==> config.mk <==
export PLATFORM = sky130hd
export DESIGN_NAME = id_gen
export DESIGN_NICKNAME = d
export VERILOG_FILES = /design/src/rtl/id_pkg.sv /design/src/rtl/id_wrap_cnt.sv /design/src/rtl/id_gen.sv
export SDC_FILE = /design/constraint.sdc
export NUM_CORES = 1
export LEC_CHECK = 0
export ABC_AREA = 1
export BUFFER_PORTS_ARGS = -buffer_cell sky130_fd_sc_hd__buf_4
export CAP_MARGIN = 0
export CORE_MARGIN = 5
export CORE_UTILIZATION = 32
export CTS_CLUSTER_SIZE = 20
export DETAILED_ROUTE_END_ITERATION = 8
export PLACE_DENSITY = 0.48
export SYNTH_ARGS = -nofsm -noshare
export SYNTH_HDL_FRONTEND = slang
export SYNTH_HIERARCHICAL = 1
export SYNTH_SLANG_ARGS = --single-unit
==> constraint.sdc <==
create_clock -name clk -period 1.7 [get_ports clk]
set_input_delay 0.34 -clock clk [delete_from_list [all_inputs] [get_ports clk]]
set_output_delay 0.34 -clock clk [all_outputs]
set_load 0.005 [all_outputs]
==> src/rtl/id_pkg.sv <==
// Shared constants and state encoding for the identifier generator and recognizer.
package id_pkg;

    localparam logic [7:0] CH_A_UP = 8'd65;
    localparam logic [7:0] CH_A_LO = 8'd97;
    localparam logic [7:0] CH_0    = 8'd48;
    localparam logic [7:0] CH_SP   = 8'd32;

    localparam int unsigned LETTER_CNT = 26;
    localparam int unsigned DIGIT_CNT  = 10;

    localparam logic [1:0] ST_IDLE = 2'd0;
    localparam logic [1:0] ST_LET  = 2'd1;
    localparam logic [1:0] ST_DIG  = 2'd2;
    localparam logic [1:0] ST_SEP  = 2'd3;

    typedef enum logic [1:0] {
        StIdle = ST_IDLE,
        StLet  = ST_LET,
        StDig  = ST_DIG,
        StSep  = ST_SEP
    } state_e;

endpackage

==> src/rtl/id_wrap_cnt.sv <==
// Modulo-K index counter; load has priority over count enable.
module id_wrap_cnt #(
    parameter int unsigned K = 10,
    parameter int unsigned W = $clog2(K)
) (
    input  logic         clk,
    input  logic         reset,
    input  logic         en,
    input  logic         load,
    input  logic [W-1:0] load_val,
    output logic [W-1:0] count
);

    localparam logic [W-1:0] LAST = W'(K - 1);

    always_ff @(posedge clk or posedge reset) begin
        if (reset) begin
            count <= '0;
        end else if (load) begin
            count <= load_val;
        end else if (en) begin
            count <= (count == LAST) ? '0 : count + W'(1);
        end
    end

endmodule

==> src/rtl/id_gen.sv <==
// Identifier token transmitter: N letters, M digits, then a separator byte,
// one byte per valid/ready transfer.
module id_gen
    import id_pkg::*;
#(
    parameter int unsigned MAX_LEN  = 15,
    parameter logic [7:0]  SEP_CHAR = CH_SP,
    localparam int unsigned LW      = $clog2(MAX_LEN + 1)
) (
    input  logic          clk,
    input  logic          reset,
    input  logic          start,
    input  logic [LW-1:0] let_len,
    input  logic [LW-1:0] dig_len,
    input  logic [4:0]    let_seed,
    input  logic          upper,
    output logic [7:0]    char,
    output logic          valid,
    input  logic          ready,
    output logic          busy,
    output logic          done,
    output logic          err
);

    state_e        state;
    logic [LW-1:0] let_cnt;
    logic [LW-1:0] dig_cnt;
    logic          upper_q;
    logic [4:0]    li;
    logic [3:0]    di;
    logic          xfer;
    logic          accept;
    logic [4:0]    seed_ok;

    assign xfer    = valid & ready;
    assign accept  = (state == StIdle) && start && (let_len != '0) && (dig_len != '0);
    assign seed_ok = (let_seed > 5'd25) ? 5'd0 : let_seed;

    id_wrap_cnt #(
        .K (LETTER_CNT),
        .W (5)
    ) u_let_idx (
        .clk      (clk),
        .reset    (reset),
        .en       ((state == StLet) && xfer),
        .load     (accept),
        .load_val (seed_ok),
        .count    (li)
    );

    id_wrap_cnt #(
        .K (DIGIT_CNT),
        .W (4)
    ) u_dig_idx (
        .clk      (clk),
        .reset    (reset),
        .en       ((state == StDig) && xfer),
        .load     (accept),
        .load_val (4'd0),
        .count    (di)
    );

    always_ff @(posedge clk or posedge reset) begin
        if (reset) begin
            state   <= StIdle;
            let_cnt <= '0;
            dig_cnt <= '0;
            upper_q <= 1'b0;
            done    <= 1'b0;
            err     <= 1'b0;
        end else begin
            done <= 1'b0;
            err  <= 1'b0;
            case (state)
                StIdle: begin
                    if (accept) begin
                        let_cnt <= let_len;
                        dig_cnt <= dig_len;
                        upper_q <= upper;
                        state   <= StLet;
                    end else if (start) begin
                        err <= 1'b1;
                    end
                end
                StLet: begin
                    if (xfer) begin
                        let_cnt <= let_cnt - LW'(1);
                        if (let_cnt == LW'(1)) state <= StDig;
                    end
                end
                StDig: begin
                    if (xfer) begin
                        dig_cnt <= dig_cnt - LW'(1);
                        if (dig_cnt == LW'(1)) state <= StSep;
                    end
                end
                StSep: begin
                    if (xfer) begin
                        state <= StIdle;
                        done  <= 1'b1;
                    end
                end
                default: state <= StIdle;
            endcase
        end
    end

    // Outputs decode registered state only, so reset clears them immediately.
    assign valid = (state != StIdle);
    assign busy  = (state != StIdle);

    always_comb begin
        char = 8'd0;
        unique case (state)
            StIdle: char = 8'd0;
            StLet:  char = (upper_q ? CH_A_UP : CH_A_LO) + {3'b000, li};
            StDig:  char = CH_0 + {4'b0000, di};
            StSep:  char = SEP_CHAR;
            default: char = 8'd0;
        endcase
    end

endmodule

==> results.md <==
* CP required at between 1000 and 1500 ps
* Synth area leaders: dfrtp_1 (30%), nand2_1 (19%), ha_1 (8.3%), inv_1 (8.1%), nand3_1 (7.2%)
* Tot Pwr at 4270 uW
* R2r startpoint: state[1]$_DFFE_PP0P_
* Final Max Tran Viols at 0
* Fin. Hold Viols at 0
* Die Area at approximately 0.0073 sq mm
* Worst-path maximum fanout at 3
* Clock Path Buffers at 2
* NumNets Final at 360
* Num rows at 27
* Asr flop ratio synth at 1.00
* DP HPWL at roughly 3600 um
* RSZ-0062 raised after global routing: yes
* Clock Pin Slew Worst Setup and Hold Paths at 90 ps
* Final Skew at about 1.2 ps
* Setup CP Type: reg -> out
* Grt met2 use at 0.200
* Crit path time final at ~1800 ps
* Max IR drop VDD at approximately 0.00070 V
* Htree depth at 1
* First-pass GRT wire length at just under 8000 um
* Root buf cell: clkbuf_8
* RR Endpoint: u_dig_idx/count[2]$_DFFE_PP0P_
* Die Wd at 85.3 um
* FMAX at around 550 MHz
* Via count at ~1.8k
* Initial DRT Pass Iterations at 4
* Outcome: finished with violations
* Skew-Pair Late Insertion Delay at between 200 and 300 ps
* Syn Inst Count at between 200 and 300
* CP startpoint: u_let_idx/count[1]$_DFFE_PP0P_
* Worst slew pin tran at ~560 ps
* Max-cap viol count at 0
* Initial antenna violation count at 0
* Detailed router's first-iteration violation count at 88
* Largest area contributor in the netlist: dfrtp_1
* Xor/xnor cell area share of the yosys netlist at 0
* Vias in the first global route at 1,643
* Worst endpoint data arrival time at 1480 ps
* Ys Warns at 6
* Synth cell types at 28
* # fillers at approximately 580
* TritonCTS clock tree: yes
* Largest net degree at the start of global routing at 14
* Leakage power at approximately 0.0013 uW
* Failing checks: setup timing
* CP Capture Type: output pin
* Layout cells sized above 1 at 0.319
* Post-synthesis register bit count at 22
* PwrDens at between 1500 and 2000 mW/mm^2
* Total CTS buffers at 3
* Grt met3 use at 0.0350
* Setup TNS at -621 ps
* Core area at approximately 0.0055 sq mm
* Ys flop type: dfrtp_1
* Final critical-path share of the clock period at 1.07
* Total GRT Usage at 0.129
* Starting density of the core at 0.330
* Main combinational cell family by area after synthesis: simple AND/OR/NAND/NOR gates
* Worst hold path type: in -> reg
* Dominant cell by count in the synthesized netlist: nand2_1
* Via density at about 4.6
* Post-Synth Adder-Cell Area at 0.0827
* Post-synthesis simple-gate area fraction at 0.400
* Netlist Area Pre-Place at between 0.0015 and 0.002 sq mm
* Global route overflow at 0
* DR WL/cell at between 10 and 15 um
* Area share of the largest cell type after synthesis at 0.303
* Slew headroom at 0.629
* Critical Path Start Type: register
* Syn_area_per_cell at ~6.7 sq um
* Share of the yosys chip area belonging to registers at 0.303
* EDFF count, synth at 0
* Port Buffers at 29
* Diodes inserted at 0
* # DRC at 0
* Layout area overhead at 40.2%
* Worst setup margin at -122 ps
* Final setup violating endpoints at 15
* Final WL at around 4800 um
* Ports at 30
* Routed Antenna Nets at 0
* R2r setup slk at -40 ps
* Compound-Gate Fraction of Synth Area at 0.0944
* Layer with the highest usage: met2
* R2R cell count at 10
* CTS sink cnt at 22
* Post-synthesis mux area share at 0
* Routability cong. at ~0.84
* Die Y at ~85 um
* M1 GR Usage at 0.188
* Commonest cells in the netlist: nand2_1 (90), inv_1 (39), nand3_1 (26), dfrtp_1 (22), nor2_1 (16)
* Setup crit end: char[4]
layer usage:
layer  share of wire  vias to the layer above
li1                -                      973
met1            0.50                      809
met2            0.44                       42
met3           0.054                        2
met4          0.0029                        0
met5               0                        -
what timing repair did:
item,in CTS,in global routing
endpoints found under the setup margin,10,19
pin swaps,8,10
cloned,1,0
hold buffers,1,0
resized for setup,39,8
endpoints found under the hold margin,9,0
setup buffers,5,4
cell usage in the layout (no fill, tap or decap), drive strengths merged:
master       count
nand2           95
buf             56
inv             40
nand3           28
nor2            23
dfrtp           22
ha              12
o21ai           11
nand4            9
a21oi            7
o21bai           5
clkbuf           4
conb             4
a22oi            3
clkinv           2
clkinvlp         2
o31ai            1
a211oi           1
a31oi            1
and3             1
dlygate4sd3      1
nor3             1
critical path, cell delays in order, from the launching register on:
cell and delay [ps]:
dfrtp_1 410, ha_2 200, nand2_2 70, o21bai_1 150, nand4_1 100, o21ai_1 130
buf_4 150
power breakdown:
group	leakage (uW)	internal, uW	total, uW	switching (uW)
clock	0.0000288	207	391	185
combinational	0.00101	1320	2860	1530
sequential	0.000275	765	1020	255
logic make-up (layout without fill, tap and decap cells):
group,count (synthesis),count (layout)
DFF,22,22
and+or+nand+nor,157,157
adders and majority gates,12,12
buffers and inverters,48,105
other,1,4
AOI/OAI and AO/OA,29,29
state kept, by name (all words and copies together), names as in the netlist:
register,cells
u_let_idx/count,5
u_dig_idx/count,4
done,1
dig_cnt,4
upper_q,1
err,1
state,2
let_cnt,4
through the flow:
stage | std cells | hold WS, ps | setup slack, ps | util | cell area, sq um
after floorplan | 272 | 106 | 27.8 | - | 1830
after global placement | 386 | 251 | 48.8 | 0.403 | 2220
after detailed placement | 386 | 249 | 6.12 | 0.403 | 2220
after CTS | 397 | 271 | -93.7 | 0.449 | 2470
after global routing | 401 | 270 | -191 | 0.462 | 2540
final | 401 | 279 | -122 | 0.462 | 2540
worst min-delay path by stage:
stage,to,slack (ps),depth (start not counted),startpoint
after CTS,upper_q$_DFFE_PP0P_,270,3,upper
after detailed placement,u_dig_idx/count[0]$_DFFE_PP0P_,250,2,reset
after global placement,u_dig_idx/count[0]$_DFFE_PP0P_,250,2,reset
after floorplan,u_dig_idx/count[0]$_DFFE_PP0P_,110,1,reset
final,upper_q$_DFFE_PP0P_,280,3,upper
after global routing,upper_q$_DFFE_PP0P_,270,3,upper
layout make-up:
cell class                 instances  area (sq um)  area share
timing repair inverter             1          5.00     0.00197
sequential                        22           552       0.217
tap                               72          90.1      0.0354
multi-input combinational        202          1200       0.471
inverter                          43           176      0.0693
clock buffer                       4          55.1      0.0216
timing repair buffer              57           469       0.184
Power figures use the tool's default switching activity.
